File: src/rtl/uart_rx_param.sv
// Parametrised UART receiver: 2-FF synchroniser, 3-sample majority vote, optional parity,
// one or two stop bits, false-start rejection, frame-error and break reporting.
module uart_rx_param #(
  parameter int CLK_FREQ  = 25000000,
  parameter int BAUD_RATE = 115200,
  parameter int DATA_BITS = 8,
  parameter int PARITY    = 0,
  parameter int STOP_BITS = 1
) (
  input  logic                 i_clk,
  input  logic                 i_rst_n,
  input  logic                 i_uart,
  output logic [DATA_BITS-1:0] o_data,
  output logic                 o_valid,
  output logic                 o_parity_err,
  output logic                 o_frame_err,
  output logic                 o_break,
  output logic                 o_busy
);
  localparam int BAUD_PERIOD = CLK_FREQ / BAUD_RATE;
  localparam int HALF        = BAUD_PERIOD / 2;
  localparam int CNT_W       = $clog2(BAUD_PERIOD + 1);
  localparam logic [CNT_W-1:0] BAUD_M1   = CNT_W'(BAUD_PERIOD - 1);
  localparam logic [CNT_W-1:0] HALF_M1   = CNT_W'(HALF - 1);
  localparam logic [CNT_W-1:0] CNT_ONE   = CNT_W'(1);
  localparam logic [CNT_W-1:0] CNT_ZERO  = CNT_W'(0);
  localparam logic [3:0]       LAST_IDX  = 4'(DATA_BITS - 1);
  localparam logic             LAST_STOP = 1'(STOP_BITS - 1);

  typedef enum logic [2:0] {
    S_IDLE   = 3'd0,
    S_START  = 3'd1,
    S_DATA   = 3'd2,
    S_PARITY = 3'd3,
    S_STOP   = 3'd4
  } state_e;

  function automatic logic majority3(input logic [2:0] s);
    return (s[2] & s[1]) | (s[2] & s[0]) | (s[1] & s[0]);
  endfunction

  function automatic logic parity_error(input logic [DATA_BITS-1:0] data, input logic pbit);
    logic odd_ones;
    odd_ones = ^{data, pbit};
    case (PARITY)
      32'sd1:  return ~odd_ones;
      32'sd2:  return odd_ones;
      default: return 1'b0;
    endcase
  endfunction

  logic                 sync1_q, sync1_d, sync2_q, sync2_d;
  logic [2:0]           samp_q, samp_d;
  state_e               state_q, state_d;
  logic [CNT_W-1:0]     cnt_q, cnt_d;
  logic [3:0]           idx_q, idx_d;
  logic                 stop_q, stop_d;
  logic [DATA_BITS-1:0] shift_q, shift_d;
  logic                 perr_acc_q, perr_acc_d, ferr_acc_q, ferr_acc_d, low_q, low_d;
  logic [DATA_BITS-1:0] data_q, data_d;
  logic                 valid_q, valid_d, perr_q, perr_d, ferr_q, ferr_d;
  logic                 brk_q, brk_d, busy_q, busy_d;
  logic                 tick_s, bit_s, fall_s;

  assign tick_s = (cnt_q == CNT_ZERO);
  assign bit_s  = majority3(samp_q);
  assign fall_s = samp_q[1] & ~samp_q[0];

  // Next-state, sampling and frame-result logic.
  always_comb begin
    sync1_d    = i_uart;
    sync2_d    = sync1_q;
    samp_d     = {samp_q[1:0], sync2_q};
    state_d    = state_q;
    cnt_d      = tick_s ? cnt_q : cnt_q - CNT_ONE;
    idx_d      = idx_q;
    stop_d     = stop_q;
    shift_d    = shift_q;
    perr_acc_d = perr_acc_q;
    ferr_acc_d = ferr_acc_q;
    low_d      = low_q;
    data_d     = data_q;
    valid_d    = 1'b0;
    perr_d     = perr_q;
    ferr_d     = ferr_q;
    brk_d      = brk_q;
    case (state_q)
      S_IDLE: begin
        if (fall_s) begin
          state_d = S_START;
          cnt_d   = HALF_M1;
        end else begin
          state_d = S_IDLE;
        end
      end
      S_START: begin
        if (tick_s) begin
          // A high majority at mid-start means the edge was noise.
          if (bit_s) begin
            state_d = S_IDLE;
            cnt_d   = HALF_M1;
          end else begin
            state_d    = S_DATA;
            cnt_d      = BAUD_M1;
            idx_d      = 4'd0;
            low_d      = 1'b1;
            perr_acc_d = 1'b0;
            ferr_acc_d = 1'b0;
          end
        end else begin
          state_d = S_START;
        end
      end
      S_DATA: begin
        if (tick_s) begin
          shift_d = {bit_s, shift_q[DATA_BITS-1:1]};
          low_d   = low_q & ~bit_s;
          cnt_d   = BAUD_M1;
          if (idx_q == LAST_IDX) begin
            stop_d  = 1'b0;
            state_d = (PARITY != 32'sd0) ? S_PARITY : S_STOP;
          end else begin
            idx_d = idx_q + 4'd1;
          end
        end else begin
          state_d = S_DATA;
        end
      end
      S_PARITY: begin
        if (tick_s) begin
          perr_acc_d = parity_error(shift_q, bit_s);
          low_d      = low_q & ~bit_s;
          cnt_d      = BAUD_M1;
          stop_d     = 1'b0;
          state_d    = S_STOP;
        end else begin
          state_d = S_PARITY;
        end
      end
      S_STOP: begin
        if (tick_s) begin
          ferr_acc_d = ferr_acc_q | ~bit_s;
          low_d      = low_q & ~bit_s;
          cnt_d      = BAUD_M1;
          // Leave for IDLE right at the last stop sample so an early next start is caught.
          if (stop_q == LAST_STOP) begin
            state_d = S_IDLE;
            valid_d = 1'b1;
            data_d  = shift_q;
            perr_d  = perr_acc_q;
            ferr_d  = ferr_acc_d;
            brk_d   = low_d;
          end else begin
            stop_d = 1'b1;
          end
        end else begin
          state_d = S_STOP;
        end
      end
      default: begin
        state_d = S_IDLE;
      end
    endcase
    busy_d = (state_d != S_IDLE);
  end

  // State and output registers; line-side flops reset high so release gives no edge.
  always_ff @(posedge i_clk or negedge i_rst_n) begin
    if (!i_rst_n) begin
      sync1_q    <= 1'b1;
      sync2_q    <= 1'b1;
      samp_q     <= 3'b111;
      state_q    <= S_IDLE;
      cnt_q      <= CNT_ZERO;
      idx_q      <= 4'd0;
      stop_q     <= 1'b0;
      shift_q    <= {DATA_BITS{1'b0}};
      perr_acc_q <= 1'b0;
      ferr_acc_q <= 1'b0;
      low_q      <= 1'b0;
      data_q     <= {DATA_BITS{1'b0}};
      valid_q    <= 1'b0;
      perr_q     <= 1'b0;
      ferr_q     <= 1'b0;
      brk_q      <= 1'b0;
      busy_q     <= 1'b0;
    end else begin
      sync1_q    <= sync1_d;
      sync2_q    <= sync2_d;
      samp_q     <= samp_d;
      state_q    <= state_d;
      cnt_q      <= cnt_d;
      idx_q      <= idx_d;
      stop_q     <= stop_d;
      shift_q    <= shift_d;
      perr_acc_q <= perr_acc_d;
      ferr_acc_q <= ferr_acc_d;
      low_q      <= low_d;
      data_q     <= data_d;
      valid_q    <= valid_d;
      perr_q     <= perr_d;
      ferr_q     <= ferr_d;
      brk_q      <= brk_d;
      busy_q     <= busy_d;
    end
  end

  assign o_data       = data_q;
  assign o_valid      = valid_q;
  assign o_parity_err = perr_q;
  assign o_frame_err  = ferr_q;
  assign o_break      = brk_q;
  assign o_busy       = busy_q;
endmodule

File: config.mk
export PLATFORM = sky130hd
export DESIGN_NAME = uart_rx_param
export DESIGN_NICKNAME = d
export VERILOG_FILES = /design/src/rtl/uart_rx_param.sv
export SDC_FILE = /design/constraint.sdc
export NUM_CORES = 1
export LEC_CHECK = 0
export BUFFER_PORTS_ARGS = -buffer_cell sky130_fd_sc_hd__buf_4
export CORE_ASPECT_RATIO = 1.75
export CORE_MARGIN = 2
export CORE_UTILIZATION = 30
export CTS_CLUSTER_SIZE = 25
export DETAILED_ROUTE_END_ITERATION = 6
export PLACE_DENSITY = 0.54
export RECOVER_POWER = 25
export SKIP_LAST_GASP = 1
export SLEW_MARGIN = 20
export SYNTH_ARGS = -nofsm -noshare
export SYNTH_HDL_FRONTEND = slang
export SYNTH_SLANG_ARGS = --single-unit
File: constraint.sdc
create_clock -name i_clk -period 3.6 [get_ports i_clk]
set_input_delay 0.18 -clock i_clk [delete_from_list [all_inputs] [get_ports i_clk]]
set_output_delay 0.18 -clock i_clk [all_outputs]
set_load 0.005 [all_outputs]
==> flow_summary.yaml, run 1 <==
run_status:
  run_status: "finished, violations left"
  failed_checks: "max-capacitance violations, max-slew violations"
setup_path:
  setup.worst_path.start_class: "flop"
  crit_slowest_cell: "or3b_2"
  crit_chain: "inv_1 > ha_1 > or3b_2 > nor2_4 > inv_2 > or3_1 > a32o_1"
  critical_path_class: "flop to flop"
  path_max_fanout: 11
  worstPathRequired_ps: 3770
  cp.arrival_ps: 2590
  slowest_delay_ps: 510
  worstSetupEndpointType: "flop"
  rrSetupSlack_ps: 1180
finish:
  fin_area_mm2: 0.00233
  drive_gt1_share_pct: 26.6
  fin_nets: 194
  antenna_cells: 0
  fillers: 671
  final_cells: 270
  syn_to_final_growth_pct: 18.9
placed_design:
  dp_slack_ps: 1200
  gp_congestion: 0.768
  hpwl_um: 2840
  io_buffer_count: 14
  dp.cells: 260
  placed_area_mm2: 0.00215
clock_tree:
  clk_pin_slew_ps: 60
  cts_resized: 0
  cts_made_buffers: 5
  post_cts_buffers: 0
  cts.htree.levels: 2
  clk_path_buf_depth: 2
  cts_tree: "yes"
  cts_root_buffer: "clkbuf_16"
  clock_sinks: 42
  ctsHoldBuffers: 2
  clk-insertion-delay-late_ps: 290
hold_path:
  hold_class: "flop to flop"
synth:
  synth_edf_count: 0
  synth_common_cells: "37 x dfrtp_1, 17 x mux2_2, 13 x o21ai_0, 11 x nor2_1"
  netlist_area_mm2: 0.00196
  avgSynthCellArea_um2: 11.5
  synth-main-ff-cell: "dfrtp_1"
  netlist.area_leader.share_pct: 47.2
  ys.warnings.count: 0
  synthTopCellsByArea: "dfrtp_1 47%, mux2_2 9.8%, dfstp_2 6.7%"
  synth_nets: 177
  yosysUniqueCellTypes: 49
  yosysSeqAreaShare_pct: 53.9
  syn_inst: 170
  synth-async-reset-ratio_pct: 100
  ys_ff_latch: 42
  yosysTopAreaCell: "dfrtp_1"
  synth_most_common_cell: "dfrtp_1"
drt:
  wl_um: 3910
  wl_per_cell_um: 14.5
  final_antenna_net_count: 0
  wl_met2_um: 2100
  routed-via-count: 1347
  drtPass1Iterations: 3
  highest_layer: "met4"
  met3_length_um: 119
  drt-initial-drc-count: 36
  viasPerCell: 4.99
  route.detailed.drc: 0
  wl_met1_um: 1590
sta:
  period_needed_ps: 2420
  period_share_pct: 67.3
  hold_viol_final: 0
  finClkSkew_ps: 3.31
  slew_viol_final: 43
  worst_slack_ps: 1180
  tightest_slew_ps: 2190
  final.setup.tns_ps: 0
  setup_viol_count_final: 0
  rsz0062_at_grt: "false"
  max_freq_mhz: 413
  slew_headroom_pct: -46.3
grt:
  grt_start_max_net_pins: 43
  grt_overflow: 0
  grt_pass1_vias: 1394
  grtUsageTotal_pct: 12.0
  antenna_found_initial: 0
  grt_pass1_wl_um: 6670
floorplan:
  die_area_mm2: 0.00723
  initial_core_util_pct: 30.5
  die_h_um: 111
  core_area_mm2: 0.00644
  die_w_um: 65.2
  rows: 39
  io_pins: 16
pwr:
  peakVddDrop_v: 0.000446
  p_leak_nw: 1.06
  p_per_area_mw_per_mm2: 599
  finalPower_mw: 1.40
job:
  drv_cap: 1
routing by layer:
layer	GRT usage, %	up-vias
met5	0	-
met4	5.42	0
met3	3.35	9
met2	20.8	14
met1	13.2	672
li1	-	652
state kept, by name, summed over array words and instances, names as in the netlist:
| signal | flops |
|---|---|
| sync1_q | 1 |
| o_valid | 1 |
| shift_q | 8 |
| sync2_q | 1 |
| idx_q | 4 |
| o_data | 8 |
| o_frame_err | 1 |
| samp_q | 3 |
| o_busy | 1 |
| o_break | 1 |
| cnt_q | 8 |
| state_q | 3 |
| ferr_acc_q | 1 |
| low_q | 1 |
power by group:
| group | leakage, nW | switching, mW | internal, mW | total (mW) |
|---|---|---|---|---|
| Combinational | 0.450 | 0.142 | 0.123 | 0.265 |
| Sequential | 0.535 | 0.0902 | 0.531 | 0.622 |
| Clock | 0.0760 | 0.187 | 0.327 | 0.513 |
critical path, delay by kind of cell, from the launching register on:
kind,cells,cell delay (ps)
simple gates,3,1180
flops,1,440
buf+inv,2,270
compound gates,1,250
fa+ha+maj,1,170
layout make-up:
type / instances / area [um^2] / share of cell area (%)
inverters: 6 / 22.5 / 0.965
repair buffers: 17 / 129 / 5.52
flip-flops and latches: 42 / 1060 / 45.3
well taps: 82 / 103 / 4.39
clock inverters: 3 / 45.0 / 1.93
clock buffers: 5 / 125 / 5.36
multi-input cells: 115 / 853 / 36.5
final timing paths:
path	startpoint	endpoint	cells after the start
max	cnt_q[0]	idx_q[2]	7
min	sync2_q	samp_q[0]	0
max reg2reg	cnt_q[0]	idx_q[2]	7
min reg2reg	sync2_q	samp_q[0]	0
max in group asynchronous	i_rst_n	cnt_q[4]	2
min in group asynchronous	i_rst_n	cnt_q[5]	2
per-stage QoR:
stage | hold WS, ps | utilization [%]
after floorplan | -116 | -
after global placement | 207 | 33.4
after detailed placement | 203 | 33.4
after CTS | 356 | 36.3
after global routing | 364 | 36.2
final | 360 | 36.2
cells by family after synthesis:
group	share of synthesized area, %
AND/OR/NAND/NOR	16.0
flip-flops	53.9
AO/OA/AOI/OAI	12.1
multiplexers	10.8
buffers and inverters	2.68
adder cells (fa/ha/maj)	3.06
XOR/XNOR	1.34
other	0.191
placed cells by master (no fill, tap or decap), types with 3 or more instances in the layout:
master,n
nand2_1,6
dfrtp_1,37
dfstp_2,3
nor2_1,11
mux2_2,17
clkbuf_16,5
buf_4,13
xor2_1,3
nor3_1,4
inv_1,5
a21oi_1,5
ha_1,4
o21ai_0,13
nor4_1,3
nand3_1,5
Power figures use the tool's default switching activity.
==> run 2: changes to the inputs <==
==> constraint.sdc (replaced) <==
create_clock -name i_clk -period 2.46 [get_ports i_clk]
set_input_delay 0.123 -clock i_clk [delete_from_list [all_inputs] [get_ports i_clk]]
set_output_delay 0.123 -clock i_clk [all_outputs]
set_load 0.005 [all_outputs]
==> flow_summary.yaml, run 2 (same netlist as run 1, synthesis figures left out) <==
finish:
  syn_to_final_growth_pct: 21.7
  antenna_cells: 0
  fin_nets: 198
  final_cells: 274
  final_common_cell: "dfrtp_1"
  drive_gt1_share_pct: 28.6
  layout_common_cells: "37 x dfrtp_1, 17 x mux2_2, 17 x buf_4, 13 x o21ai_0, 11 x nor2_1"
pwr:
  p_per_area_mw_per_mm2: 906
  p_leak_nw: 1.10
  p_int_mw: 1.54
  peakVddDrop_v: 0.000479
  finalPower_mw: 2.17
  p_seq_share_pct: 42.1
  switching_share_pct: 28.7
  p_sw_mw: 0.622
  combPwrFrac_pct: 18.5
  clock_power_share_pct: 39.4
sta:
  setup_viol_count_final: 0
  slew_viol_final: 0
  period_share_pct: 91.6
  finClkSkew_ps: 5.21
  hold_viol_final: 0
  tightest_slew_ps: 1010
  rsz0062_at_grt: "false"
  final.setup.tns_ps: 0
  slew_headroom_pct: 32.8
  hold_slack_ps: 360
  period_needed_ps: 2250
  max_freq_mhz: 444
drt:
  wl_per_cell_um: 14.6
  viasPerCell: 4.84
  drtPass1Iterations: 4
  route.detailed.drc: 0
  final_antenna_net_count: 0
  wl_um: 4010
  drt-initial-drc-count: 26
  routed-via-count: 1327
clock_tree:
  clk_pin_slew_ps: 60
  cts_tree: "yes"
  clock_sinks: 42
  ctsHoldBuffers: 2
  clk-insertion-delay-late_ps: 290
  clk_path_buf_depth: 2
  post_cts_buffers: 0
  cts_made_buffers: 5
  cts.htree.levels: 2
  cts_root_buffer: "clkbuf_16"
  cts_resized: 0
floorplan:
  die_area_mm2: 0.00723
  initial_core_util_pct: 30.5
  die_w_um: 65.2
  die_h_um: 111
  rows: 39
  io_pins: 16
  core_area_mm2: 0.00644
grt:
  grt_pass1_vias: 1348
  grt_pass1_wl_um: 6890
  grt_start_max_net_pins: 43
  grtUsageTotal_pct: 12.7
  grt_overflow: 0
  antenna_found_initial: 0
placed_design:
  gp_congestion: 0.772
  dp.cells: 264
  io_buffer_count: 14
  hpwl_um: 2820
setup_path:
  crit_buf_inv: 1
  r2r_end: "idx_q[0]"
  critical_path_class: "flop to flop"
  setup.worst_path.start_class: "flop"
  crit_slowest_cell: "or3b_2"
  rrSetupSlack_ps: 210
  worstPathRequired_ps: 2640
  r2r_start: "cnt_q[0]"
  rr_worst_depth: 6
  cp.arrival_ps: 2430
  worstSetupEndpointType: "flop"
  slowest_delay_ps: 520
  crit_chain: "inv_1 > ha_1 > or3b_2 > nor4b_1 > nor2_1 > mux2_2"
  path_delay_family: "simple AND/OR/NAND/NOR gates"
  path_max_fanout: 6
run_status:
  run_status: "complete, no violations"
job:
  drv_cap: 0
hold_path:
  hold-path-cell-count: 0
  hold_class: "flop to flop"
  worstHoldStart: "sync2_q"
  min_to: "samp_q[0]"
## run 2: through the flow
step / setup WS (ps) / cell area (um^2) / util (%)
finish: 207 / 2390 / 37.1
detailed placement: 187 / 2180 / 33.8
CTS: 181 / 2390 / 37.1
floorplan: 401 / 1960 / -
global route: 77.5 / 2390 / 37.1
global placement: 203 / 2180 / 33.8
## run 2: worst max path at each step
stage / startpoint / to / slack (ps) / cells past startpoint
final: cnt_q[0] / idx_q[0] / 210 / 6
after detailed placement: cnt_q[0] / idx_q[0] / 190 / 6
after CTS: cnt_q[0] / idx_q[0] / 180 / 6
after floorplan: cnt_q[0] / idx_q[2] / 400 / 7
after global routing: cnt_q[0] / idx_q[0] / 80 / 6
after global placement: cnt_q[0] / idx_q[0] / 200 / 6
## run 2: layout make-up
class	instances	area (um^2)
fill	663	4050
sequential	42	1060
multi-input combinational	115	853
timing repair buffer	21	160
clock buffer	5	125
tap	82	103
clock inverter	3	68.8
inverter	6	22.5
## run 2: power groups by stage
stage / Combinational (mW) / Sequential [mW] / Clock (mW)
after floorplan: 0.309 / 0.879 / 0
after global placement: 0.391 / 0.925 / 0
after detailed placement: 0.397 / 0.925 / 0
after CTS: 0.403 / 0.915 / 0.879
after global routing: 0.452 / 0.935 / 0.902
final: 0.400 / 0.911 / 0.854
## run 2: metal layers
| layer | global-route usage, % | vias to the layer above | part of all wire, % |
|---|---|---|---|
| met2 | 20.8 | 17 | 53 |
| met1 | 14.5 | 647 | 41 |
| met3 | 3.25 | 7 | 2.8 |
| met5 | 0 | - | 0 |
| met4 | 7.92 | 0 | 3.6 |
| li1 | - | 656 | - |
